## src/rtl/csm_arbiter.sv

```systemverilog
// Two-port shared-memory controller: round-robin arbitration between A and B,
// per-location hold ownership, one-cycle registered responses and error count.
module csm_arbiter #(
    parameter int ADDR_W   = 2,
    parameter int DATA_W   = 8,
    parameter int ERRCNT_W = 8
) (
    input  logic                clk,
    input  logic                reset_n,
    input  logic                a_req_valid,
    output logic                a_req_ready,
    input  logic [1:0]          a_op,
    input  logic [ADDR_W-1:0]   a_addr,
    input  logic [DATA_W-1:0]   a_wdata,
    output logic                a_rsp_valid,
    output logic [DATA_W-1:0]   a_rdata,
    output logic                a_err,
    input  logic                b_req_valid,
    output logic                b_req_ready,
    input  logic [1:0]          b_op,
    input  logic [ADDR_W-1:0]   b_addr,
    input  logic [DATA_W-1:0]   b_wdata,
    output logic                b_rsp_valid,
    output logic [DATA_W-1:0]   b_rdata,
    output logic                b_err,
    output logic [ERRCNT_W-1:0] err_count
);

    localparam int NUM_LOC = 2**ADDR_W;

    typedef enum logic [1:0] {
        OWN_FREE = 2'd0,
        OWN_A    = 2'd1,
        OWN_B    = 2'd2
    } owner_t;

    typedef enum logic [1:0] {
        OP_READ    = 2'd0,
        OP_WRITE   = 2'd1,
        OP_HOLD    = 2'd2,
        OP_RELEASE = 2'd3
    } op_t;

    logic [DATA_W-1:0]   mem_q [NUM_LOC];
    owner_t              owner_q [NUM_LOC];
    logic                rr_b_q, rr_b_d;
    logic                a_rsp_valid_q, b_rsp_valid_q;
    logic [DATA_W-1:0]   a_rdata_q, b_rdata_q;
    logic                a_err_q, b_err_q;
    logic [ERRCNT_W-1:0] err_count_q;

    logic                gnt_a, gnt_b, gnt_any;
    op_t                 op_s;
    logic [ADDR_W-1:0]   addr_s;
    logic [DATA_W-1:0]   wdata_s;
    owner_t              req_own, cur_own, own_d;
    logic                is_other, err_d, mem_we, own_we;
    logic [DATA_W-1:0]   rdata_d;

    // rr_b_q selects which side wins a contended cycle; single requesters always win.
    always_comb begin
        gnt_a   = reset_n && a_req_valid && (!b_req_valid || !rr_b_q);
        gnt_b   = reset_n && b_req_valid && (!a_req_valid || rr_b_q);
        gnt_any = gnt_a || gnt_b;
        rr_b_d  = (a_req_valid && b_req_valid) ? !rr_b_q : rr_b_q;

        op_s    = op_t'(gnt_b ? b_op : a_op);
        addr_s  = gnt_b ? b_addr : a_addr;
        wdata_s = gnt_b ? b_wdata : a_wdata;
        req_own = gnt_b ? OWN_B : OWN_A;
        cur_own = owner_q[addr_s];
        is_other = (cur_own != OWN_FREE) && (cur_own != req_own);

        err_d   = 1'b0;
        rdata_d = '0;
        mem_we  = 1'b0;
        own_we  = 1'b0;
        own_d   = cur_own;

        unique case (op_s)
            OP_READ: begin
                if (is_other) err_d = 1'b1;
                else          rdata_d = mem_q[addr_s];
            end
            OP_WRITE: begin
                if (is_other) err_d = 1'b1;
                else          mem_we = 1'b1;
            end
            OP_HOLD: begin
                if (is_other) err_d = 1'b1;
                else if (cur_own == OWN_FREE) begin
                    own_we = 1'b1;
                    own_d  = req_own;
                end
            end
            OP_RELEASE: begin
                if (cur_own == req_own) begin
                    own_we = 1'b1;
                    own_d  = OWN_FREE;
                end else begin
                    err_d = 1'b1;
                end
            end
            default: err_d = 1'b0;
        endcase
    end

    always_ff @(posedge clk) begin
        if (!reset_n) begin
            mem_q         <= '{default: '0};
            owner_q       <= '{default: OWN_FREE};
            rr_b_q        <= 1'b0;
            a_rsp_valid_q <= 1'b0;
            b_rsp_valid_q <= 1'b0;
            a_rdata_q     <= '0;
            b_rdata_q     <= '0;
            a_err_q       <= 1'b0;
            b_err_q       <= 1'b0;
            err_count_q   <= '0;
        end else begin
            if (gnt_any && mem_we) mem_q[addr_s] <= wdata_s;
            if (gnt_any && own_we) owner_q[addr_s] <= own_d;
            rr_b_q        <= rr_b_d;
            a_rsp_valid_q <= gnt_a;
            b_rsp_valid_q <= gnt_b;
            a_rdata_q     <= gnt_a ? rdata_d : '0;
            b_rdata_q     <= gnt_b ? rdata_d : '0;
            a_err_q       <= gnt_a && err_d;
            b_err_q       <= gnt_b && err_d;
            if (gnt_any && err_d && (err_count_q != '1))
                err_count_q <= err_count_q + ERRCNT_W'(1);
        end
    end

    assign a_req_ready = gnt_a;
    assign b_req_ready = gnt_b;
    assign a_rsp_valid = a_rsp_valid_q;
    assign b_rsp_valid = b_rsp_valid_q;
    assign a_rdata     = a_rdata_q;
    assign b_rdata     = b_rdata_q;
    assign a_err       = a_err_q;
    assign b_err       = b_err_q;
    assign err_count   = err_count_q;

endmodule

```

## config.mk

```make
export PLATFORM = sky130hd
export DESIGN_NAME = csm_arbiter
export DESIGN_NICKNAME = d
export VERILOG_FILES = /design/src/rtl/csm_arbiter.sv
export SDC_FILE = /design/constraint.sdc
export NUM_CORES = 1
export LEC_CHECK = 0
export CORE_MARGIN = 2
export CORE_UTILIZATION = 57
export CTS_CLUSTER_SIZE = 28
export DETAILED_ROUTE_END_ITERATION = 10
export GPL_TIMING_DRIVEN = 0
export PLACE_DENSITY = 0.85
export RECOVER_POWER = 25
export SLEW_MARGIN = 0
export SYNTH_ARGS = -nofsm -noshare
export SYNTH_HDL_FRONTEND = slang
export SYNTH_SLANG_ARGS = --single-unit
```

## constraint.sdc

```tcl
create_clock -name clk -period 5.6 [get_ports clk]
set_input_delay 1.4 -clock clk [delete_from_list [all_inputs] [get_ports clk]]
set_output_delay 1.4 -clock clk [all_outputs]
set_load 0.1 [all_outputs]
```

# --- Yosys cells after proc, flatten, opt, wreduce, memory -nomap -nowiden ---
# Index checks and enable logic that the tools add are counted.
classes:
  n_bitwise: 1
  n_eq_ne: 6
  mux: 31
  n_lt_le_gt_ge: 2
  n_reduce_logical: 25
  add_sub_neg: 1
op_table:
  columns: ["operator", "n"]
  rows:
  - ["$mux 8", 6]
  - ["$bwmux 32", 1]
  - ["$mux 2", 9]
  - ["$bmux 8 s2", 1]
  - ["$demux 8 s2", 1]
  - ["$logic_and 1x1->1", 13]
  - ["$add 8x1->8 const B", 1]
  - ["$bwmux 8", 1]
  - ["$ne 8x8->1 const B", 1]
  - ["$mux 1", 7]
  - ["$bmux 2 s2", 1]
  - ["$demux 2 s2", 1]
  - ["$eq 2x2->1 const B", 2]
  - ["$logic_not 2->1", 2]
  - ["$pmux 1 s2", 2]
  - ["$pmux 2 s2", 1]
  - ["$reduce_and 2->1", 2]
  - ["$ge 3x3->1 const B", 1]
  - ["$logic_not 1->1", 3]
  - ["$logic_or 1x1->1", 3]
  - ["$lt 3x1->1 const B", 1]
  - ["$not 2->3", 1]
  - ["$reduce_or 3->1", 1]
  - ["$eq 2x1->1 const B", 1]
  - ["other kinds (3)", 3]
word_totals:
  input_bits: 28
  elab_cells: 82
  register_bits: 69
  output_inout_bits: 30

# --- Depth between registers and ports, before layout ---
logic_depth:
  depth_word: 14
  depth_mapped: 11
  depth_no_buf: 8

# --- Worst setup path after synthesis ---
# Ideal clock, no wire load.
synth_path:
  path_type: "input-to-output"
  start: "input port reset_n"
  end: "output port b_req_ready"
  slack_ns: 1.315
  required_time_ns: 4.200
  path_stages: 5
  t_arrival_ns: 2.885
  n_path_buf: 2
  path_cell_list: "and2_1 > buf_6 > nand2_4 > inv_1 > clkbuf_1"
synth_between:
  elab_chain_len: 2
synth_rtl:
  columns: ["element", "line_no", "text"]
  rows:
  - ["start: declaration", "9", "input logic reset_n,"]
  - ["$logic_and 1x1->1 (2 in a row)", "63", "gnt_b = reset_n && b_req_valid && (!a_req_valid || rr_b_q);"]
  - ["end: declaration", "19", "output logic b_req_ready,"]
# Every way passes these cells.

# --- Worst setup path after layout ---
# Same ends and word-level chain as after synthesis.

==> results_dict.tcl <==
set metrics [dict create \
    cts_made_buffers 9 \
    r2r_end "mem_q[25]" \
    crit_path_start_kind "input pin" \
    die_h_um 82.7 \
    cp_top_family "buffers and inverters" \
    cts_tree "done" \
    wl_met2_mm 4.26 \
    vdd_drop_max_uv 181 \
    worstReg2RegStart "rr_b_q" \
    path_max_fanout 10 \
    crit_type "in -> out" \
    grtUsageTotal_pct 27.5 \
    period_share_pct 94.4 \
    place_congestion 0.908 \
    outcome "complete, no violations" \
    slew_headroom_pct 34.1 \
    yosys.cell_types.count 54 \
    drc 0 \
    leakage_nw 1.70 \
    die_w_um 82.7 \
    hp-class "reg -> reg" \
    endpoint_kind "primary output" \
    diodes 0 \
    routed_via_density 5.78 \
    drive_gt1_share_pct 8.28 \
    setup_viol_count_final 0 \
    final_cell_mix "nand2_1, dfxtp_1, mux2i_1" \
    final_common_cell "nand2_1" \
    ys_ff_latch 69 \
    rsz0062_at_grt "no" \
    grt_max_degree 13 \
    drv_slew 0 \
    antenna_found_initial 0 \
    firstDrtPassIters 5 \
    synthArstFlopShare_pct 0 \
    dp_hpwl_mm 6.44 \
    r2r_slack_ps 2920 \
    fmax_mhz 189 \
    layout_setup_ws_ps 316 \
    grt-ovfl-total 0 \
    cp.arrival_ps 3880 \
    post_cts.repair.setup_buffers 0 \
    htreeDepth 3 \
    required_ps 4200 \
    dieArea_um2 6830 \
    p_total_w 0.00108 \
    syn-cell-area_um2 3530 \
    fin_crit_ps 5280 \
    core_area_um2 5960 \
    worst_path_largest_cell_delay_ps 810 \
    path_clk_slew_ps 70 \
    synth_edf_count 0 \
    routed-wl-met3_um 622 \
    final_nets 531 \
    synth_ff_type "dfxtp_1" \
    ant_nets 0 \
    syn2layout_area_growth_pct 24.3 \
    worstMarginPinSlew_ps 986 \
    clock_latency_ps 340 \
    vias 3364 \
    top_layer "met4" \
    drt-met1-wl_mm 3.80 \
    cp_cell_sequence "dlygate4sd3_1 -> and2_0 -> buf_6 -> nand2_4 -> inv_1 -> clkbuf_1 -> dlymetal6s2s_1" \
    maxCapViolCount 0 \
    skew_ps 8.94 \
    hold_path_depth 2 \
    hold_viol 0 \
    fin_setup_tns_ps 0 \
    syn_nets 464 \
    power_density_nw_per_um2 246 \
    portBuffers 56 \
    wirelength_mm 8.81 \
    grt_pass1_vias 3102 \
    synth.avg_cell_area_um2 8.11 \
    clockBufferDepth 2 \
    row_count 28 \
    yosysWarnings 0 \
    slowest_stage "dlymetal6s2s_1" \
    cts_root_buffer "clkbuf_8" \
    ys_seq_area_share_pct 39.2 \
    ff2ff_path_depth 9 \
    crit_buf_inv 5 \
    drtIter0Drc 268 \
    cts.sinks 69 \
    grt_pass1_wl_mm 14.3 \
    ios 58 \
    synth_cells 435 \
    hold_start "mem_q[21]" \
    whs_endpoint "mem_q[21]" \
    start_util_pct 59.2 \
    dp_slack_ps 18.3 \
    wl_per_cell_um 15.1 \
]
## metal layers
metal,up-vias,global-route usage (%)
met5,-,0
met4,0,10.0
met3,17,7.39
met2,140,46.0
met1,1574,34.1
li1,1633,-
## cells in the mapped netlist, types with 3 or more instances
master | instances | share of area [%]
nand2_1 | 138 | 15
dfxtp_1 | 69 | 39
mux2i_1 | 46 | 13
nor2_1 | 28 | 3.0
nand3_1 | 23 | 3.3
a21oi_1 | 13 | 1.8
clkbuf_1 | 12 | 1.3
nand2b_1 | 10 | 1.8
buf_2 | 7 | 0.99
a22oi_1 | 6 | 1.3
nand4_1 | 6 | 1.1
nor3_1 | 6 | 0.85
inv_1 | 5 | 0.53
a211oi_1 | 4 | 0.85
o21ai_0 | 4 | 0.57
and2_1 | 3 | 0.53
mux2_2 | 3 | 0.96
nand3b_1 | 3 | 0.64
## what timing repair did
action | CTS | global route
endpoints found under the setup margin | 0 | 1
gates resized for setup | 0 | 1
hold buffers | 0 | 0
## report_power, final
part	leakage [nW]	internal, W	total [W]	switching [W]
clock	0.0959	0.000219	0.000408	0.000189
combinational	1.05	0.0000555	0.000171	0.000116
sequential	0.557	0.000497	0.000501	0.00000393
total	1.70	0.000771	0.00108	0.000309
## sequential cells by signal, indices dropped and copies added, names as in the netlist
register	cells
b_rdata	8
owner_q	8
a_err	1
mem_q	32
err_count	8
a_rdata	8
a_rsp_valid	1
b_rsp_valid	1
b_err	1
rr_b_q	1
## how the worst max path moves through the flow
stage                     startpoint          end  slack [ps]  cells after the start
after detailed placement     reset_n  b_req_ready          20                      7
after floorplan              reset_n  b_req_ready        1320                      5
final                        reset_n  b_req_ready         320                      7
after global placement       reset_n  b_req_ready          30                      7
after CTS                    reset_n  b_req_ready           7                      7
after global routing         reset_n  b_req_ready         210                      7
## cell families (layout without fill, tap and decap cells)
group | count (synthesis) | count (layout) | synth area share, %
xor gates and xnor gates | 1 | 1 | 0.248
and+or+nand+nor | 237 | 237 | 31.4
muxes | 51 | 51 | 15.1
adders and majority gates | 1 | 1 | 0.355
AOI/OAI and AO/OA | 48 | 48 | 10.2
DFF | 69 | 69 | 39.2
buffers and inverters | 28 | 100 | 3.55
## area by class of cell
cell class / instances / area, um^2
tap: 75 / 93.8
sequential: 69 / 1380
buffer: 23 / 106
clock buffer: 11 / 141
fill: 467 / 1570
clock inverter: 5 / 58.8
multi-input combinational: 338 / 2020
timing repair buffer: 56 / 563
inverter: 5 / 18.8
## worst min-delay path: cells and delay by family, from the launching register on
family           cells  cell delay, ps
DFF                  1             320
and+or+nand+nor      1              50
muxes                1              50
## stage by stage
step / cells / hold slack [ps] / utilization [%] / cell area [um^2]
after floorplan: 435 / 435 / - / 3530
after global placement: 566 / 442 / 70.2 / 4180
after detailed placement: 566 / 449 / 70.2 / 4180
after CTS: 582 / 460 / 73.6 / 4380
after global routing: 582 / 469 / 73.6 / 4380
final: 582 / 462 / 73.6 / 4380
Power figures use the tool's default switching activity.
